===== src/rtl/vga_pkg.sv =====
// Shared raster definitions for the 800x600@72 display path: default timing,
// derived coordinate limits and the signed beam-coordinate type.
package vga_pkg;

  localparam int DEF_HACTIVE    = 800;
  localparam int DEF_HFP        = 56;
  localparam int DEF_HSYNC      = 120;
  localparam int DEF_HBP        = 64;
  localparam int DEF_VACTIVE    = 600;
  localparam int DEF_VFP        = 37;
  localparam int DEF_VSYNC      = 6;
  localparam int DEF_VBP        = 23;
  localparam bit DEF_SYNC_POL   = 1'b1;
  localparam int DEF_PIPE_DELAY = 1;

  // Origin is the first active pixel, so everything before it is negative.
  localparam int XMIN = -(DEF_HSYNC + DEF_HBP);
  localparam int XMAX = DEF_HACTIVE + DEF_HFP - 1;
  localparam int YMIN = -(DEF_VSYNC + DEF_VBP);
  localparam int YMAX = DEF_VACTIVE + DEF_VFP - 1;

  localparam int COORD_MIN = -1024;
  localparam int COORD_MAX = 1023;

  typedef logic signed [10:0] coord_t;

  typedef struct packed {
    logic hsync;
    logic vsync;
    logic blank;
    logic line_start;
    logic frame_start;
  } flags_t;

  function automatic coord_t to_coord(input int v);
    return coord_t'(v);
  endfunction

endpackage


===== src/rtl/vga_timing_sync_delay.sv =====
// Synchronous-reset shift register that delays the raster flags so they line
// up with the registered RGB of the colour stages.
module sync_delay #(
  parameter int               DEPTH     = 1,
  parameter int               WIDTH     = 1,
  parameter logic [WIDTH-1:0] RESET_VAL = '0
) (
  input  logic             clk,
  input  logic             reset,
  input  logic [WIDTH-1:0] d,
  output logic [WIDTH-1:0] q
);

  if (DEPTH == 0) begin : g_bypass
    assign q = d;
  end else begin : g_pipe
    logic [WIDTH-1:0] stage [DEPTH];

    always_ff @(posedge clk) begin
      // NOTE: every stage is reset, not just the output one; otherwise stale
      // flags from before reset would leak out for DEPTH-1 cycles.
      if (reset) begin
        for (int i = 0; i < DEPTH; i++) stage[i] <= RESET_VAL;
      end else begin
        stage[0] <= d;
        for (int i = 1; i < DEPTH; i++) stage[i] <= stage[i-1];
      end
    end

    assign q = stage[DEPTH-1];
  end

endmodule


===== src/rtl/vga_timing.sv =====
// Free-running raster generator: signed beam coordinates plus sync/blank/pulse
// flags delayed to match the colour-stage latency.
module vga_timing
  import vga_pkg::*;
#(
  parameter int HACTIVE    = DEF_HACTIVE,
  parameter int HFP        = DEF_HFP,
  parameter int HSYNC      = DEF_HSYNC,
  parameter int HBP        = DEF_HBP,
  parameter int VACTIVE    = DEF_VACTIVE,
  parameter int VFP        = DEF_VFP,
  parameter int VSYNC      = DEF_VSYNC,
  parameter int VBP        = DEF_VBP,
  parameter bit SYNC_POL   = DEF_SYNC_POL,
  parameter int PIPE_DELAY = DEF_PIPE_DELAY
) (
  input  logic               clk,
  input  logic               reset,
  output logic signed [10:0] spotX,
  output logic signed [10:0] spotY,
  output logic               hsync,
  output logic               vsync,
  output logic               blank,
  output logic               line_start,
  output logic               frame_start
);

  localparam int XMIN_I = -(HSYNC + HBP);
  localparam int XMAX_I = HACTIVE + HFP - 1;
  localparam int YMIN_I = -(VSYNC + VBP);
  localparam int YMAX_I = VACTIVE + VFP - 1;

  if (XMIN_I < COORD_MIN || XMAX_I > COORD_MAX) begin : g_bad_x
    $error("vga_timing: horizontal timing does not fit an 11-bit signed coordinate");
  end
  if (YMIN_I < COORD_MIN || YMAX_I > COORD_MAX) begin : g_bad_y
    $error("vga_timing: vertical timing does not fit an 11-bit signed coordinate");
  end
  if (PIPE_DELAY < 0 || PIPE_DELAY > 4) begin : g_bad_delay
    $error("vga_timing: PIPE_DELAY must be 0..4");
  end

  localparam coord_t X_LO   = to_coord(XMIN_I);
  localparam coord_t X_HI   = to_coord(XMAX_I);
  localparam coord_t Y_LO   = to_coord(YMIN_I);
  localparam coord_t Y_HI   = to_coord(YMAX_I);
  localparam coord_t HS_END = to_coord(-HBP);
  localparam coord_t VS_END = to_coord(-VBP);
  localparam coord_t X_ACT  = to_coord(HACTIVE);
  localparam coord_t Y_ACT  = to_coord(VACTIVE);
  localparam coord_t ZERO   = '0;

  localparam flags_t FLAGS_IDLE = '{
    hsync:       ~SYNC_POL,
    vsync:       ~SYNC_POL,
    blank:       1'b1,
    line_start:  1'b0,
    frame_start: 1'b0
  };

  logic   hs_raw, vs_raw, act_raw;
  flags_t raw, dly;

  always_ff @(posedge clk) begin
    // NOTE: non-blocking so spotY sees the pre-edge spotX in the same cycle.
    if (reset) begin
      spotX <= X_LO;
      spotY <= Y_LO;
    end else if (spotX == X_HI) begin
      spotX <= X_LO;
      spotY <= (spotY == Y_HI) ? Y_LO : spotY + 11'sd1;
    end else begin
      spotX <= spotX + 11'sd1;
    end
  end

  // All comparisons are between signed 11-bit operands.
  always_comb begin
    // NOTE: raw takes a full default first so no field can become a latch.
    raw     = FLAGS_IDLE;
    hs_raw  = (spotX < HS_END);
    vs_raw  = (spotY < VS_END);
    act_raw = (spotX >= ZERO) && (spotX < X_ACT) && (spotY >= ZERO) && (spotY < Y_ACT);

    raw.hsync       = hs_raw ~^ SYNC_POL;
    raw.vsync       = vs_raw ~^ SYNC_POL;
    raw.blank       = ~act_raw;
    raw.line_start  = (spotX == ZERO);
    raw.frame_start = (spotX == ZERO) && (spotY == ZERO);
  end

  sync_delay #(
    .DEPTH     (PIPE_DELAY),
    .WIDTH     ($bits(flags_t)),
    .RESET_VAL (FLAGS_IDLE)
  ) u_flag_delay (
    .clk   (clk),
    .reset (reset),
    .d     (raw),
    .q     (dly)
  );

  assign hsync       = dly.hsync;
  assign vsync       = dly.vsync;
  assign blank       = dly.blank;
  assign line_start  = dly.line_start;
  assign frame_start = dly.frame_start;

endmodule


===== config.mk =====
export PLATFORM = sky130hd
export DESIGN_NAME = vga_timing
export DESIGN_NICKNAME = d
export VERILOG_FILES = /design/src/rtl/vga_pkg.sv /design/src/rtl/vga_timing_sync_delay.sv /design/src/rtl/vga_timing.sv
export SDC_FILE = /design/constraint.sdc
export NUM_CORES = 1
export LEC_CHECK = 0
export CORE_UTILIZATION = 35
export DETAILED_ROUTE_END_ITERATION = 16
export PLACE_DENSITY = 0.71
export SYNTH_ARGS = -nofsm -noshare
export SYNTH_HDL_FRONTEND = slang
export SYNTH_SLANG_ARGS = --single-unit

===== constraint.sdc =====
create_clock -name clk -period 1.95 [get_ports clk]
set_input_delay 0.2925 -clock clk [delete_from_list [all_inputs] [get_ports clk]]
set_output_delay 0.2925 -clock clk [all_outputs]
set_load 0.005 [all_outputs]

## Word-level counts from Yosys, hierarchy flattened

Memories as Yosys holds them, arrays and structs flattened.
Index checks and enable logic that the tools add are counted.

- Add/subtract/negate cells: 2
- Magnitude comparators: 6
- Equality and inequality tests: 2
- Multiplexer cells: 6
- Bitwise gates (word level): 1
- Reductions and logical operators: 8

Operator list:

| kind | number |
|---|---|
| $add 11x2->11 const B | 2 |
| $eq 11x11->1 const B | 2 |
| $ge 11x1->1 const B | 2 |
| $logic_not 11->1 | 2 |
| $lt 11x11->1 const B | 2 |
| $lt 11x6->1 const B | 1 |
| $lt 11x7->1 const B | 1 |
| $mux 11 | 1 |
| $mux 5 | 1 |
| $reduce_or 5->1 | 1 |
| $logic_and 1x1->1 | 4 |
| $mux 1 | 4 |
| $reduce_or 2->1 | 1 |
| $not 1->1 | 1 |

- Bits in registers: 22
- RAM bits: 5
- Input bits: 2
- Output and inout port bits: 27
- Word-level logic and storage cells: 28
- Memories: 1

Memories:

| name | depth | bits a word | rd ports | clocked after memory_dff | wr ports | line | text |
|---|---|---|---|---|---|---|---|
| u_flag_delay.g_pipe.stage | 1 | 5 | 1 | 0 | 1 | vga_timing_sync_delay.sv:17 | `logic [WIDTH-1:0] stage [DEPTH];` |

## Logic depth before layout (Yosys ltp)

Gate-level depths: netlist of run 1.

- Depth in word-level cells: 6
- Depth in mapped cells: 6
- Mapped depth without buffers: 6

## By module

From an unflattened synthesis of run 1, not the netlist that was laid out.

- Cells, all modules: 149
- Area total of the unflattened synthesis: 1292.5 um2

Modules (own cells, without submodules):

| module | times used | cells each | area an instance (um2) | sequential area each (um2) |
|---|---|---|---|---|
| vga_timing | 1 | 139 | 1151.1 | 440.4 |
| sync_delay | 1 | 10 | 141.4 | 100.1 |

## Least setup slack after synthesis of run 1

Ideal clock, no wire load.

- Path kind: reg-to-reg
- Start: reg spotX[0]
- End: reg spotY[7]
- Library setup time: 0.126 ns
- Arrival: 1.399 ns
- Data required time: 1.824 ns
- Slack: 0.425 ns
- Stages on the path, launching flop included: 7
- Buffers on the path: 1
- Clock period less this slack: 1.525 ns
- Cell sequence: dfxtp_1 -> ha_1 -> and4_4 -> and3_1 -> buf_6 -> a221oi_1 -> nand3_1

- Word-level cells in the longest chain between the ends: 1

Ends and longest elaborated chain:

| element | line | text |
|---|---|---|
| start: declaration | vga_timing.sv:19 | `output logic signed [10:0] spotX,` |
| start signal: assignment | vga_timing.sv:73 | `spotX <= spotX + 11'sd1;` |
| $eq 11x11->1 | vga_timing.sv:69 | `end else if (spotX == X_HI) begin` |
| end signal: assignment | vga_timing.sv:71 | `spotY <= (spotY == Y_HI) ? Y_LO : spotY + 11'sd1;` |
| end: declaration | vga_timing.sv:20 | `output logic signed [10:0] spotY,` |

Every way passes these cells.
A chain may end at the register's enable or synchronous reset.

## Worst setup path in the final report of run 1

- Start: reg spotX[0]
- End: reg spotY[1]

Same word-level chain as after synthesis.

==> metrics, run 1 <==
routed vias/inst 5.150; Syn Inst Count 144; element type at the critical path end flip-flop; Hold Crit Class flip-flop to flip-flop; clk buf depth 2; clock insertion delay at the later pin of the skew report 270 ps; worst path cell trace ha_1, and4_4, and3_1, nor4b_2, nor2_1; switching power 0.1954 mW; CP Buf/Inv Count 0; Post-synth EDFFs 0; Worst Tran Pin Value 374.3 ps; CP top delay family simple AND/OR/NAND/NOR gates; vias in the first global route 1102; largest net degree at the start of global routing 15; post-cts sizing count 0; Root Driver clkbuf_8; Synth Net Count 150; Mean Syn Cell Area 8.993 um2; CP Launch Type flip-flop; hold slack 494.1 ps; Worst Path Max Fanout 10; Max VDD drop 0.1941 mV; Post-CTS Setup Bufs 0; Slew Limit Fails 0; WL/cell 13.12 um; initial antenna violation count 0; hold buffer count at cts 0; Via Count 1133; Die X 62.83 um; FF-to-FF Start spotX[0]$_SDFF_PP0_; Reg2Reg Depth 5; leakage power 0.6355 nW; Port-buffer cells 28; Internal Power 0.7316 mW; #FFs+latches synth 27; DRT Pass-1 Iters 4; Clock Power Share 33.7%; ant diodes 0; Synth cell types 37; WP data arrival 1940 ps; Fin. Hold Viols 0; Req. time, crit path 2120 ps; number of remaining DRC errors 0; Synth Flop Type dfxtp_1; largest family of logic cells by synthesized area simple AND/OR/NAND/NOR gates; ys async rst share 0%; # rows 21; peak per-stage delay on the critical path 400 ps; Die Y-Extent 62.83 um; met2 GRT Util 26.90%; share of layout cells above drive strength 1 6.897%; Power Density 556.6 nW/um2; Fmax 565.6 MHz; Worst R2R End spotY[1]$_SDFFE_PP1N_; Final setup viols 0; R2R Setup Slk 180 ps; M3 GR Usage 2.007%; global route overflow 0; Core Box Area 3442 um2; sequential power share 61.1%; clock skew 9.551 ps; Total GRT Usage 16.13%; RSZ-0062 raised after global routing no; Slowest cell on crit path dfxtp_1; post-synthesis adder-cell area fraction 3.865%; max cap viols 0; H-tree Lvls 1; DR iter-0 viols 38; met1 Use GR 20.38%; Power Total 0.9270 mW; worst setup margin 182.0 ps; GR peak layer met2; synth warn 0; status completed; Hold Startpoint spotX[0]$_SDFF_PP0_; compound-cell area share of the yosys netlist 6.763%; Post-layout nets 181; Max-slew headroom 75.04%; TritonCTS Buffers 3; post-DP HPWL 2136 um; CTS tree built; Clock Pin Slew Worst Setup and Hold Paths 90 ps; Sink Count 27; mux share of post-synthesis cell area 0%; Hold Path Sink spotX[0]$_SDFF_PP0_; Die Area 3947 um2; first-pass GRT wire length 5133 um; Simple-Gate Fraction of Synth Area 35.85%; post-route ant nets 0; final wirelength 2886 um; Cell Area, Synth 1295 um2; I/O pin count 29; Final Wtd Congestion 0.8295; Hold Path Depth 1; Setup Crit Path Kind flip-flop to flip-flop; pre-CTS setup slack 210.1 ps; min Tclk post-route 1768 ps; sequential fraction of the synthesis area 41.74%; switching part of the total 21.08%; synth-to-layout area growth 28.60%; final setup TNS 0 ps; XOR/XNOR Fraction of Synth Area 8.792%; Initial Util 37.62%; power share of the combinational group 5.2%; period utilization 90.67%
-- placed cells by master, fill, tap and decap left out, types with 7 or more instances in the layout --
cell type,instances
nor3_1,7
nand3_1,8
nor2_1,12
xnor2_1,8
and3_1,7
clkdlybuf4s50_1,28
dfxtp_1,27
nand2_1,15
-- worst max path at each step --
| stage | startpoint | to | slack [ps] | cells past startpoint |
|---|---|---|---|---|
| 3_3_place_gp | spotX[0]$_SDFF_PP0_ | spotY[1]$_SDFFE_PP1N_ | 270 | 5 |
| 4_1_cts | spotX[0]$_SDFF_PP0_ | spotY[1]$_SDFFE_PP1N_ | 190 | 5 |
| 6_report | spotX[0]$_SDFF_PP0_ | spotY[1]$_SDFFE_PP1N_ | 180 | 5 |
| 3_5_place_dp | spotX[0]$_SDFF_PP0_ | spotY[1]$_SDFFE_PP1N_ | 210 | 5 |
| 2_1_floorplan | spotX[0]$_SDFF_PP0_ | spotY[7]$_SDFFE_PP1N_ | 430 | 6 |
| 5_1_grt | spotX[0]$_SDFF_PP0_ | spotY[1]$_SDFFE_PP1N_ | 70 | 5 |
-- metrics by stage --
step	cells	utilization (%)	instance area [um2]
after floorplan	144	-	1295
after global placement	216	47.07	1620
after detailed placement	216	47.07	1620
after CTS	220	48.38	1665
after global routing	220	48.38	1665
final	220	48.38	1665
-- kinds of logic after synthesis --
kind of cell             Yosys count
AO/OA/AOI/OAI                     14
XOR/XNOR                          13
adder cells (fa/ha/maj)            4
buffers and inverters              8
flip-flops                        27
AND/OR/NAND/NOR                   78
-- flip-flops by register name, summed over array words and instances (netlist names) --
name and cells:
spotX 11, spotY 11, u_flag_delay.g_pipe.stage 5
-- routing by layer --
layer  up-vias  wire [um]  share of wire (%)
met5         -          0                  0
met4         0         33                1.1
met3         2         99                3.4
met2        33       1447                 50
met1       526       1306                 45
li1        572          -                  -
-- cell usage after synthesis (2+ instances only) --
library cell / n / area (um2)
dfxtp_1: 27 / 540.5
nand2_1: 15 / 56.30
nor2_1: 12 / 45.04
nand3_1: 8 / 40.04
xnor2_1: 8 / 70.07
and3_1: 7 / 43.79
nor3_1: 7 / 35.03
a21oi_1: 5 / 25.02
inv_1: 5 / 18.77
nand4_1: 5 / 31.28
or3_1: 5 / 31.28
xor2_1: 5 / 43.79
ha_1: 4 / 50.05
nor3b_1: 3 / 22.52
nor4_1: 2 / 12.51
nor4b_1: 2 / 17.52
o21ai_0: 2 / 10.01
o31ai_1: 2 / 15.01
or4_1: 2 / 15.01
-- final cells by class --
type                            count  area [um2]
Fill cell                         324        1777
Multi-Input combinational cell    109       715.7
Clock buffer                        4       45.04
Inverter                            5       18.77
Tap cell                           46       57.56
Sequential cell                    27       540.5
Timing Repair Buffer               29       287.8
-- power groups by stage --
| stage | sequential [mW] | clock [mW] | combinational, mW |
|---|---|---|---|
| final | 0.566 | 0.313 | 0.0480 |
| after detailed placement | 0.579 | 0 | 0.0484 |
| after global routing | 0.568 | 0.356 | 0.0535 |
| after floorplan | 0.579 | 0 | 0.0227 |
| after CTS | 0.566 | 0.318 | 0.0488 |
| after global placement | 0.579 | 0 | 0.0475 |
Power figures use the tool's default switching activity.
==> run 2: changes to the inputs <==
--- a/config.mk
+++ b/config.mk
@@ -7,6 +7,7 @@
 export LEC_CHECK = 0
 export CORE_UTILIZATION = 35
 export DETAILED_ROUTE_END_ITERATION = 16
+export GPL_ROUTABILITY_DRIVEN = 0
 export PLACE_DENSITY = 0.71
 export SYNTH_ARGS = -nofsm -noshare
 export SYNTH_HDL_FRONTEND = slang
==> results of run 2 <==
Same layout as run 1: the final DEF is identical, and so are final timing and power.
==> run 3: changes to the inputs <==
--- a/config.mk
+++ b/config.mk
@@ -5,10 +5,13 @@
 export SDC_FILE = /design/constraint.sdc
 export NUM_CORES = 1
 export LEC_CHECK = 0
+export CORE_MARGIN = 3
 export CORE_UTILIZATION = 35
 export DETAILED_ROUTE_END_ITERATION = 16
 export GPL_ROUTABILITY_DRIVEN = 0
+export GPL_TIMING_DRIVEN = 0
 export PLACE_DENSITY = 0.71
+export REMOVE_ABC_BUFFERS = 1
 export SYNTH_ARGS = -nofsm -noshare
 export SYNTH_HDL_FRONTEND = slang
 export SYNTH_SLANG_ARGS = --single-unit
==> metrics, run 3 (synthesis gave the netlist of run 1 again) <==
Core Box Area 3442 um2 (unchanged); Via Count 1158 (+2.2%); final setup TNS 0 ps (unchanged); # rows 21 (unchanged); first-pass GRT wire length 4692 um (-8.6%); Post-layout nets 180 (-0.55%); switching power 0.2066 mW (+5.8%); Power Density 565.6 nW/um2 (+1.6%); Hold Crit Class flip-flop to flip-flop; synth-to-layout area growth 28.02%; clock insertion delay at the later pin of the skew report 280 ps (about the same); Hold Startpoint spotX[0]$_SDFF_PP0_; GR peak layer met2; hold buffer count at cts 0 (unchanged); routed vias/inst 5.288 (+2.7%); Sink Count 27 (unchanged); min Tclk post-route 1795 ps (+27.22 ps); Post-CTS Setup Bufs 0 (unchanged); met2 GRT Util 22.15% (-4.7 points); I/O pin count 29 (unchanged); CTS tree built; Req. time, crit path 2130 ps (about the same); max cap viols 0 (unchanged); global route overflow 0 (unchanged); largest net degree at the start of global routing 15 (unchanged); post-cts sizing count 0 (unchanged); Worst Tran Pin Value 560.9 ps (+186.5 ps); Port-buffer cells 28 (unchanged); status completed; post-route ant nets 0 (unchanged); ant diodes 0 (unchanged); Setup Crit Path Kind flip-flop to flip-flop; element type at the critical path end flip-flop; TritonCTS Buffers 3 (unchanged); final wirelength 2910 um (+0.83%); Final Core Density 48.16% (-0.22 points); most frequent cells in the layout 28 x clkdlybuf4s50_1, 27 x dfxtp_1, 15 x nand2_1; DR iter-0 viols 64 (+68%); hold slack 485.7 ps (-8.425 ps); Worst Path Max Fanout 10 (unchanged); clk buf depth 2 (unchanged); Power Total 0.9378 mW (+1.2%); switching part of the total 22.04% (+0.96 points); DRT Pass-1 Iters 4 (unchanged); Initial Util 37.62% (unchanged); clock skew 1.322 ps (-8.229 ps); leakage power 0.6307 nW (-0.76%); vias in the first global route 1033 (-6.3%); Slew Limit Fails 0 (unchanged); share of layout cells above drive strength 1 6.358% (-0.54 points); Max VDD drop 0.2003 mV (+3.2%); Die Area 4466 um2 (+13%); Clock Power Share 34.6% (+0.9 points); Root Driver clkbuf_8; Total GRT Usage 13.62% (-2.5 points); WL/cell 13.29 um (+1.3%); Fmax 557.0 MHz (-1.5%); H-tree Lvls 1 (unchanged); met1 Use GR 17.15% (-3.2 points); post-DP HPWL 2171 um (+1.6%); Clock Pin Slew Worst Setup and Hold Paths 90 ps (about the same); crit path launch spotX[0]$_SDFF_PP0_; Top Registers spotX: 11 flops, spotY: 11 flops, u_flag_delay.g_pipe.stage: 5 flops; number of remaining DRC errors 0 (unchanged); Die Y-Extent 66.83 um (+6.4%); RSZ-0062 raised after global routing no; Fin. Hold Viols 0 (unchanged); WP data arrival 1980 ps (+40 ps); Filler cells 324 (unchanged); period utilization 92.06% (+1.4 points); Internal Power 0.7311 mW (about the same); CP Launch Type flip-flop; most common cell after layout, fill and taps aside clkdlybuf4s50_1; sequential power share 60.4% (-0.7 points); Max-slew headroom 62.49% (-13 points); initial antenna violation count 0 (unchanged); Die X 66.83 um (+6.4%); FF-to-FF Start spotX[0]$_SDFF_PP0_; M3 GR Usage 2.530% (+0.52 points); power share of the combinational group 5.0% (-0.2 points); Final setup viols 0 (unchanged)
[run 3: worst paths after layout]
kind | endpoint | slack, ps | depth (start not counted)
max reg2reg | spotX[1]$_SDFF_PP0_ | 150 | 5
min | spotX[0]$_SDFF_PP0_ | 490 | 1
min reg2reg | spotX[0]$_SDFF_PP0_ | 490 | 1
max | spotX[1]$_SDFF_PP0_ | 150 | 5
[run 3: power groups by stage]
| stage | Clock (mW) | Combinational, mW | Sequential [mW] |
|---|---|---|---|
| 3_5_place_dp | 0 | 0.0473 | 0.580 |
| 5_1_grt | 0.350 | 0.0533 | 0.568 |
| 4_1_cts | 0.333 | 0.0476 | 0.567 |
| 3_3_place_gp | 0 | 0.0465 | 0.579 |
| 2_1_floorplan | 0 | 0.0200 | 0.579 |
| 6_report | 0.325 | 0.0468 | 0.566 |
[run 3: final cells by class]
class | count | area, um2 | share of cell area, %
sequential | 27 | 540.5 | 32.60
tap | 46 | 57.56 | 3.472
timing repair buffer | 28 | 280.3 | 16.91
clock buffer | 4 | 45.04 | 2.717
inverter | 5 | 18.77 | 1.132
multi-input combinational | 109 | 715.7 | 43.17
[run 3: worst max-delay path, cell delays in order, from the launching register on]
cell     delay (ps)
dfxtp_1         400
ha_1            270
and4_4          280
and3_1          410
nor2_2          140
and2_1          200
[run 3: through the flow]
stage / setup slack (ps) / cells / cell area (um2)
after detailed placement: 157.7 / 215 / 1613
after CTS: 136.7 / 219 / 1658
after global routing: 1.162 / 219 / 1658
after global placement: 199.5 / 215 / 1613
final: 154.8 / 219 / 1658
after floorplan: 343.0 / 141 / 1275
[run 3: per-layer routing]
layer / share of wire, % / vias up
met5: 0 / -
met4: 1.7 / 0
met3: 6.4 / 4
met2: 48 / 36
met1: 44 / 542
li1: - / 576
